File: config.mk
export PLATFORM = sky130hd
export DESIGN_NAME = mips_mc_control
export DESIGN_NICKNAME = d
export VERILOG_FILES = /design/src/rtl/mips_mc_control.sv
export SDC_FILE = /design/constraint.sdc
export NUM_CORES = 1
export LEC_CHECK = 0
export ABC_AREA = 0
export CAP_MARGIN = 40
export CORE_AREA = 4 4 41 43
export DETAILED_ROUTE_END_ITERATION = 8
export DIE_AREA = 0 0 45 47
export DONT_BUFFER_PORTS = 1
export SLEW_MARGIN = 10
export SYNTH_ARGS = -nofsm -noshare
export SYNTH_HDL_FRONTEND = slang
export SYNTH_SLANG_ARGS = --single-unit
File: constraint.sdc
create_clock -name clock -period 2.85 [get_ports clock]
set_input_delay 0 -clock clock [delete_from_list [all_inputs] [get_ports clock]]
set_output_delay 0 -clock clock [all_outputs]
set_load 0.02 [all_outputs]
File: src/rtl/mips_mc_control.sv
// Multicycle MIPS control FSM with a memory-ready handshake on fetch and data accesses.
// Optional bne support is enabled by defining MIPS_MC_BNE_EN.
module mips_mc_control #(
    parameter bit ILLEGAL_HALT = 1'b0
) (
    input  logic       clock,
    input  logic       rst,
    input  logic [5:0] opcode,
    input  logic       zero,
    input  logic       mem_ready,
    output logic [3:0] state,
    output logic       mem_req,
    output logic       mem_we,
    output logic       iord,
    output logic       irwrite,
    output logic       pc_en,
    output logic       regwrite,
    output logic       regdst,
    output logic       memtoreg,
    output logic       alusrca,
    output logic [1:0] alusrcb,
    output logic [1:0] aluop,
    output logic [1:0] pcsrc,
    output logic       illegal
);

    typedef enum logic [3:0] {
        FETCH   = 4'd0,
        DECODE  = 4'd1,
        MEMADR  = 4'd2,
        MEMRD   = 4'd3,
        MEMWB   = 4'd4,
        MEMWR   = 4'd5,
        EXECUTE = 4'd6,
        ALUWB   = 4'd7,
        BRANCH  = 4'd8,
        ADDIEX  = 4'd9,
        ADDIWB  = 4'd10,
        JUMP    = 4'd11,
        HALT    = 4'd12
    } state_t;

    localparam logic [5:0] OP_RTYPE = 6'b000000;
    localparam logic [5:0] OP_LW    = 6'b100011;
    localparam logic [5:0] OP_SW    = 6'b101011;
    localparam logic [5:0] OP_BEQ   = 6'b000100;
    localparam logic [5:0] OP_ADDI  = 6'b001000;
    localparam logic [5:0] OP_J     = 6'b000010;

    state_t state_q;
    state_t state_d;
    logic   set_illegal;
    logic   pcwrite;
    logic   branch;
    logic   branch_taken;

    // NOTE: sequential state uses non-blocking assignments so every register
    // samples the pre-edge values of the others, independent of block order.
    always_ff @(posedge clock) begin
        if (rst) begin
            state_q <= FETCH;
            illegal <= 1'b0;
        end else begin
            state_q <= state_d;
            illegal <= illegal | set_illegal;
        end
    end

`ifdef MIPS_MC_BNE_EN
    localparam logic [5:0] OP_BNE = 6'b000101;
    logic bne_q;

    // Opcode may change after DECODE, so branch polarity is latched there.
    always_ff @(posedge clock) begin
        if (rst) begin
            bne_q <= 1'b0;
        end else if (state_q == DECODE) begin
            bne_q <= (opcode == OP_BNE);
        end
    end

    assign branch_taken = bne_q ? ~zero : zero;
`else
    assign branch_taken = zero;
`endif

    // NOTE: every signal driven here gets a default first, so no path through
    // the case statement can leave it unassigned and infer a latch.
    always_comb begin
        state_d     = state_q;
        set_illegal = 1'b0;
        pcwrite     = 1'b0;
        branch      = 1'b0;
        mem_req     = 1'b0;
        mem_we      = 1'b0;
        iord        = 1'b0;
        irwrite     = 1'b0;
        regwrite    = 1'b0;
        regdst      = 1'b0;
        memtoreg    = 1'b0;
        alusrca     = 1'b0;
        alusrcb     = 2'b00;
        aluop       = 2'b00;
        pcsrc       = 2'b00;

        case (state_q)
            FETCH: begin
                mem_req = 1'b1;
                alusrcb = 2'b01;
                irwrite = mem_ready;
                pcwrite = mem_ready;
                state_d = mem_ready ? DECODE : FETCH;
            end
            DECODE: begin
                alusrcb = 2'b11;
                case (opcode)
                    OP_LW, OP_SW: state_d = MEMADR;
                    OP_RTYPE:     state_d = EXECUTE;
                    OP_BEQ:       state_d = BRANCH;
`ifdef MIPS_MC_BNE_EN
                    OP_BNE:       state_d = BRANCH;
`endif
                    OP_ADDI:      state_d = ADDIEX;
                    OP_J:         state_d = JUMP;
                    default: begin
                        set_illegal = 1'b1;
                        state_d     = ILLEGAL_HALT ? HALT : FETCH;
                    end
                endcase
            end
            MEMADR: begin
                alusrca = 1'b1;
                alusrcb = 2'b10;
                state_d = (opcode == OP_SW) ? MEMWR : MEMRD;
            end
            MEMRD: begin
                mem_req = 1'b1;
                iord    = 1'b1;
                state_d = mem_ready ? MEMWB : MEMRD;
            end
            MEMWB: begin
                regwrite = 1'b1;
                memtoreg = 1'b1;
                state_d  = FETCH;
            end
            MEMWR: begin
                mem_req = 1'b1;
                mem_we  = 1'b1;
                iord    = 1'b1;
                state_d = mem_ready ? FETCH : MEMWR;
            end
            EXECUTE: begin
                alusrca = 1'b1;
                aluop   = 2'b10;
                state_d = ALUWB;
            end
            ALUWB: begin
                regwrite = 1'b1;
                regdst   = 1'b1;
                state_d  = FETCH;
            end
            BRANCH: begin
                alusrca = 1'b1;
                aluop   = 2'b01;
                pcsrc   = 2'b01;
                branch  = 1'b1;
                state_d = FETCH;
            end
            ADDIEX: begin
                alusrca = 1'b1;
                alusrcb = 2'b10;
                state_d = ADDIWB;
            end
            ADDIWB: begin
                regwrite = 1'b1;
                state_d  = FETCH;
            end
            JUMP: begin
                pcsrc   = 2'b10;
                pcwrite = 1'b1;
                state_d = FETCH;
            end
            HALT:    state_d = HALT;
            default: state_d = FETCH;
        endcase
    end

    assign pc_en = pcwrite | (branch & branch_taken);
    assign state = state_q;

endmodule

======== Word level (Yosys, flattened, before mapping) ========
Cells that the tools add are included.
storage, ports and cells
  output and inout port bits .............. 20
  input bits .............................. 10
  flip-flop bits (word level) ............. 5
operators by class
  bitwise logic cells ..................... 3
  muxes and demuxes ....................... 21
  reduce and logical (&&, ||, !) cells .... 9
  equality and inequality tests ........... 17
operators with widths
  operator                                                                count
  4-bit one-hot mux with 8 select lines                                   1
  4-bit equality test (second input constant)                             5
  4-bit one-hot mux with 5 select lines                                   1
  4-bit by 3-bit equality test with 1-bit output (second input constant)  4
  6-bit equality test (second input constant)                             2
  1-bit 2-to-1 mux                                                        12
  3-bit 2-to-1 mux                                                        3
  4-bit by 2-bit equality test with 1-bit output (second input constant)  2
  2-bit one-hot mux with 2 select lines                                   2
  6-bit by 2-bit equality test with 1-bit output (second input constant)  1
  6-bit by 3-bit equality test with 1-bit output (second input constant)  1
  6-bit by 4-bit equality test with 1-bit output (second input constant)  1
  6-bit logical NOT                                                       1
  2-bit one-hot mux with 3 select lines                                   1
  2-bit OR reduction                                                      3
  3-bit OR reduction                                                      2
  6-bit OR reduction                                                      1
  4-bit by 1-bit equality test with 1-bit output (second input constant)  1
  4-bit logical NOT                                                       1
  4-bit OR reduction                                                      1
  1-bit bitwise OR                                                        2
  1-bit one-hot mux with 2 select lines                                   1
  1-bit AND                                                               1

======== Longest topological paths before layout ========
  word-level depth ........................ 5
  depth in mapped cells ................... 5
  depth with buffers taken out ............ 4

======== Least setup slack after synthesis ========
OpenSTA, ideal clock, no wires.
  kind .................................... register to output
  from .................................... register state_q[3] (netlist: state[3])
  to ...................................... output port pc_en
  path buffers ............................ 1
  data required time ...................... 2850 ps
  slack ................................... 1023 ps
  data arrival time ....................... 1827 ps
  cell stages (with the launch flop) ...... 5
  path through ............................ dfxtp_1 buf_2 nor3_1 nor3b_2 a211o_1
on the way
  longest elaborated chain between the ends .. 4
  elaborated cells between the ends (all ways) .. 7
  classes of those cells .................. eq/ne: 2; mux: 2; bitwise: 2; reduce/logical: 1
ends and longest elaborated chain
  item                    line  text
  from (decl)             50    state_t state_q;
  from (signal assigned)  64    state_q <= state_d;
  4-bit equality test     106   case (state_q)
  1-bit 2-to-1 mux        106
  1-bit AND               188   assign pc_en = pcwrite | (branch & branch_taken);
  1-bit bitwise OR (*)    188
  to (decl)               16    output logic pc_en,
Every way passes the cells marked *; elsewhere a longest branch is shown, timed or not.

======== Worst setup path in the final report ========
  from .................................... register state_q[2] (netlist: state[2])
  to ...................................... output port pc_en
Same word-level chain as after synthesis.

==> metrics <==
Yosys reg bits=5; post-detail-place hpwl=around 1.2 mm; Final Hold Viols=0; initial DRC count=24; clock latency on the worst-skew pair=~0.24 ns; RSZ-0062 raised after global routing=false; Port Buf Inserts=0; PwrDens=292.4 nW/um2; leakage power=approximately 0.23 nW; Rows=13; GPL Wtd Cong=0.7775; width of the die=around 45 um; Post-synth ARST share=0; Final Net Count=slightly below 100; Bufs and invs on worst path=0; Slowest-stage cell, CP=nor3_1; Antenna Cells=0; grt total ovfl=0; Arr. time, crit path=2.25 ns; clock skew=about 0.00081 ns; HP Start=opcode[3]; final core utilization=0.5115; Area Overhead vs Synth=3.101%; met2 Use GR=0.2458; Max-Slew Margin vs Limit=0.4788; clock slew at reported path FFs=~0.04 ns; Post-Syn Area=between 600 and 700 um2; clk buf depth=2; H-tree levels=1; hold path depth=3; Crit. End Element=primary output; clock root cell=clkbuf_4; Tcrit/Tclk final=0.7882; final slew viol count=0; DR DRC count=0; drt pass-1 iters=4; CP delay by family, top=simple AND/OR/NAND/NOR gates; max incr delay on CP=slightly below 0.7 ns; post-cts gate resize count=0; share of the yosys chip area belonging to registers=0.1550; cells along the critical path=nor3_1, nor3b_2, a211o_1; drt via density=~6.3; final hold slack=around 0.033 ns; non-filler instance count after layout=101; worst r2r src=state[0]; Crit Path Class=reg -> out; routed len/inst=16.33 um; Post-synth EDFFs=0; worst-margin pin slew=between 0.7 and 0.8 ns; most frequent cells in the layout=8 x nor2_1, 7 x nor3_1, 6 x nand2_1; Synth Area per Inst=about 7.5 um2; setup TNS=0 ns; CTS tree=built; RR Endpoint=state[2]; initial antenna violation count=0; Starting Density=0.4962; DP Area=between 600 and 700 um2; minimum clock period=roughly 2.2 ns; I/O Pins=30; Final WS setup=0.6035 ns; GRT Total Usage=0.1639; Req. time, crit path=roughly 2.9 ns; Top Usage Layer GRT=met2; layout cells sized above 1=0.1860; Cells after DPL=96; Vias=about 630; run status=complete, no violations; first-pass GRT wire length=around 2.5 mm; CTS buffer count=3; maximum vdd ir drop=~160 uV; ys flop type=dfxtp_1; Die Height=around 47 um; yosys synthesis warning count=0; worst r2r path cells=4; largest net degree at the start of global routing=18; post-place setup slack=0.8311 ns; vias in the first global route=about 550; routing usage on met3=0.06513; Final Cell Area=approximately 670 um2; hold crit path type=in -> reg; Max Freq=445.1 MHz; commonest non-fill, non-tap cell in the layout=nor2_1; M1 GR Usage=0.2144; max-cap check violation count=0; Synth cell types=42; startpoint types=register; synthesized net count=96; Worst Hold End=state[2]; Core Region=roughly 1300 um2; R2R setup slack=about 0.95 ns; clock sinks=5; crit path max fanout=17; Fillers=about 140; Antenna Nets Post-Route=0; die area=~2100 um2; DRT Wirelength=1.649 mm; Syn Inst Count=86; Final setup viols=0; Pwr Total=between 150 and 200 uW
==> registers in the layout, indices dropped and copies added, names as in the netlist <==
name and count:
state 4, illegal 1
==> cell usage after synthesis, types with 2 or more instances <==
library cell / number / area [um2]
xor2_1: 3 / 26.28
buf_6: 2 / 22.52
dfxtp_1: 5 / 100.1
and3_1: 2 / 12.51
a31oi_1: 3 / 18.77
buf_2: 4 / 20.02
nand2b_1: 3 / 18.77
nor2b_1: 3 / 18.77
nor3_1: 7 / 35.03
o21ai_0: 5 / 25.02
nor2_1: 8 / 30.03
inv_1: 3 / 11.26
a21oi_1: 4 / 20.02
nand2_1: 6 / 22.52
==> worst register-to-register path: cells and delay by family (launching register included) <==
kind,cells,cell delay [ns]
flip-flops,1,0.78
AO/OA/AOI/OAI,3,0.65
AND/OR/NAND/NOR,1,0.39
==> cell families after synthesis <==
group / after synthesis / synth area share
simple gates: 40 / 0.3760
compound gates: 26 / 0.3101
buf+inv: 11 / 0.1008
flops: 5 / 0.1550
xor+xnor: 3 / 0.04071
mux: 1 / 0.01744
==> repair_timing <==
action / in CTS / in global routing
buffers inserted: 0 / 0
hold endpoints to repair: 5 / 0
hold buffers: 1 / 0
==> routing by layer <==
metal	share of wire	vias up
met1	0.44	295
met5	0	-
met3	0.086	0
met2	0.47	24
met4	0	0
li1	-	314
==> how the worst max path moves through the flow <==
stage	depth (start not counted)	startpoint	slack, ns	to
after CTS	3	state[2]	0.57	pc_en
final	3	state[2]	0.60	pc_en
after floorplan	4	state[3]	1.02	pc_en
after detailed placement	3	state[2]	0.83	pc_en
after global placement	3	state[2]	0.84	pc_en
after global routing	3	state[2]	0.48	pc_en
==> final cells by class <==
type	count	area (um2)	area share
multi-input combinational	70	480.5	0.7218
timing repair buffer	3	25.02	0.03759
sequential	5	100.1	0.1504
inverter	4	15.01	0.02256
tap	15	18.77	0.02820
clock buffer	4	26.28	0.03947
==> report_power, final <==
group	leakage [nW]	switching (mW)	internal [mW]
Clock	0.0150	0.0265	0.0528
Combinational	0.172	0.0220	0.0142
Sequential	0.0406	0.00698	0.0721
Total	0.228	0.0556	0.139
Power figures use the tool's default switching activity.
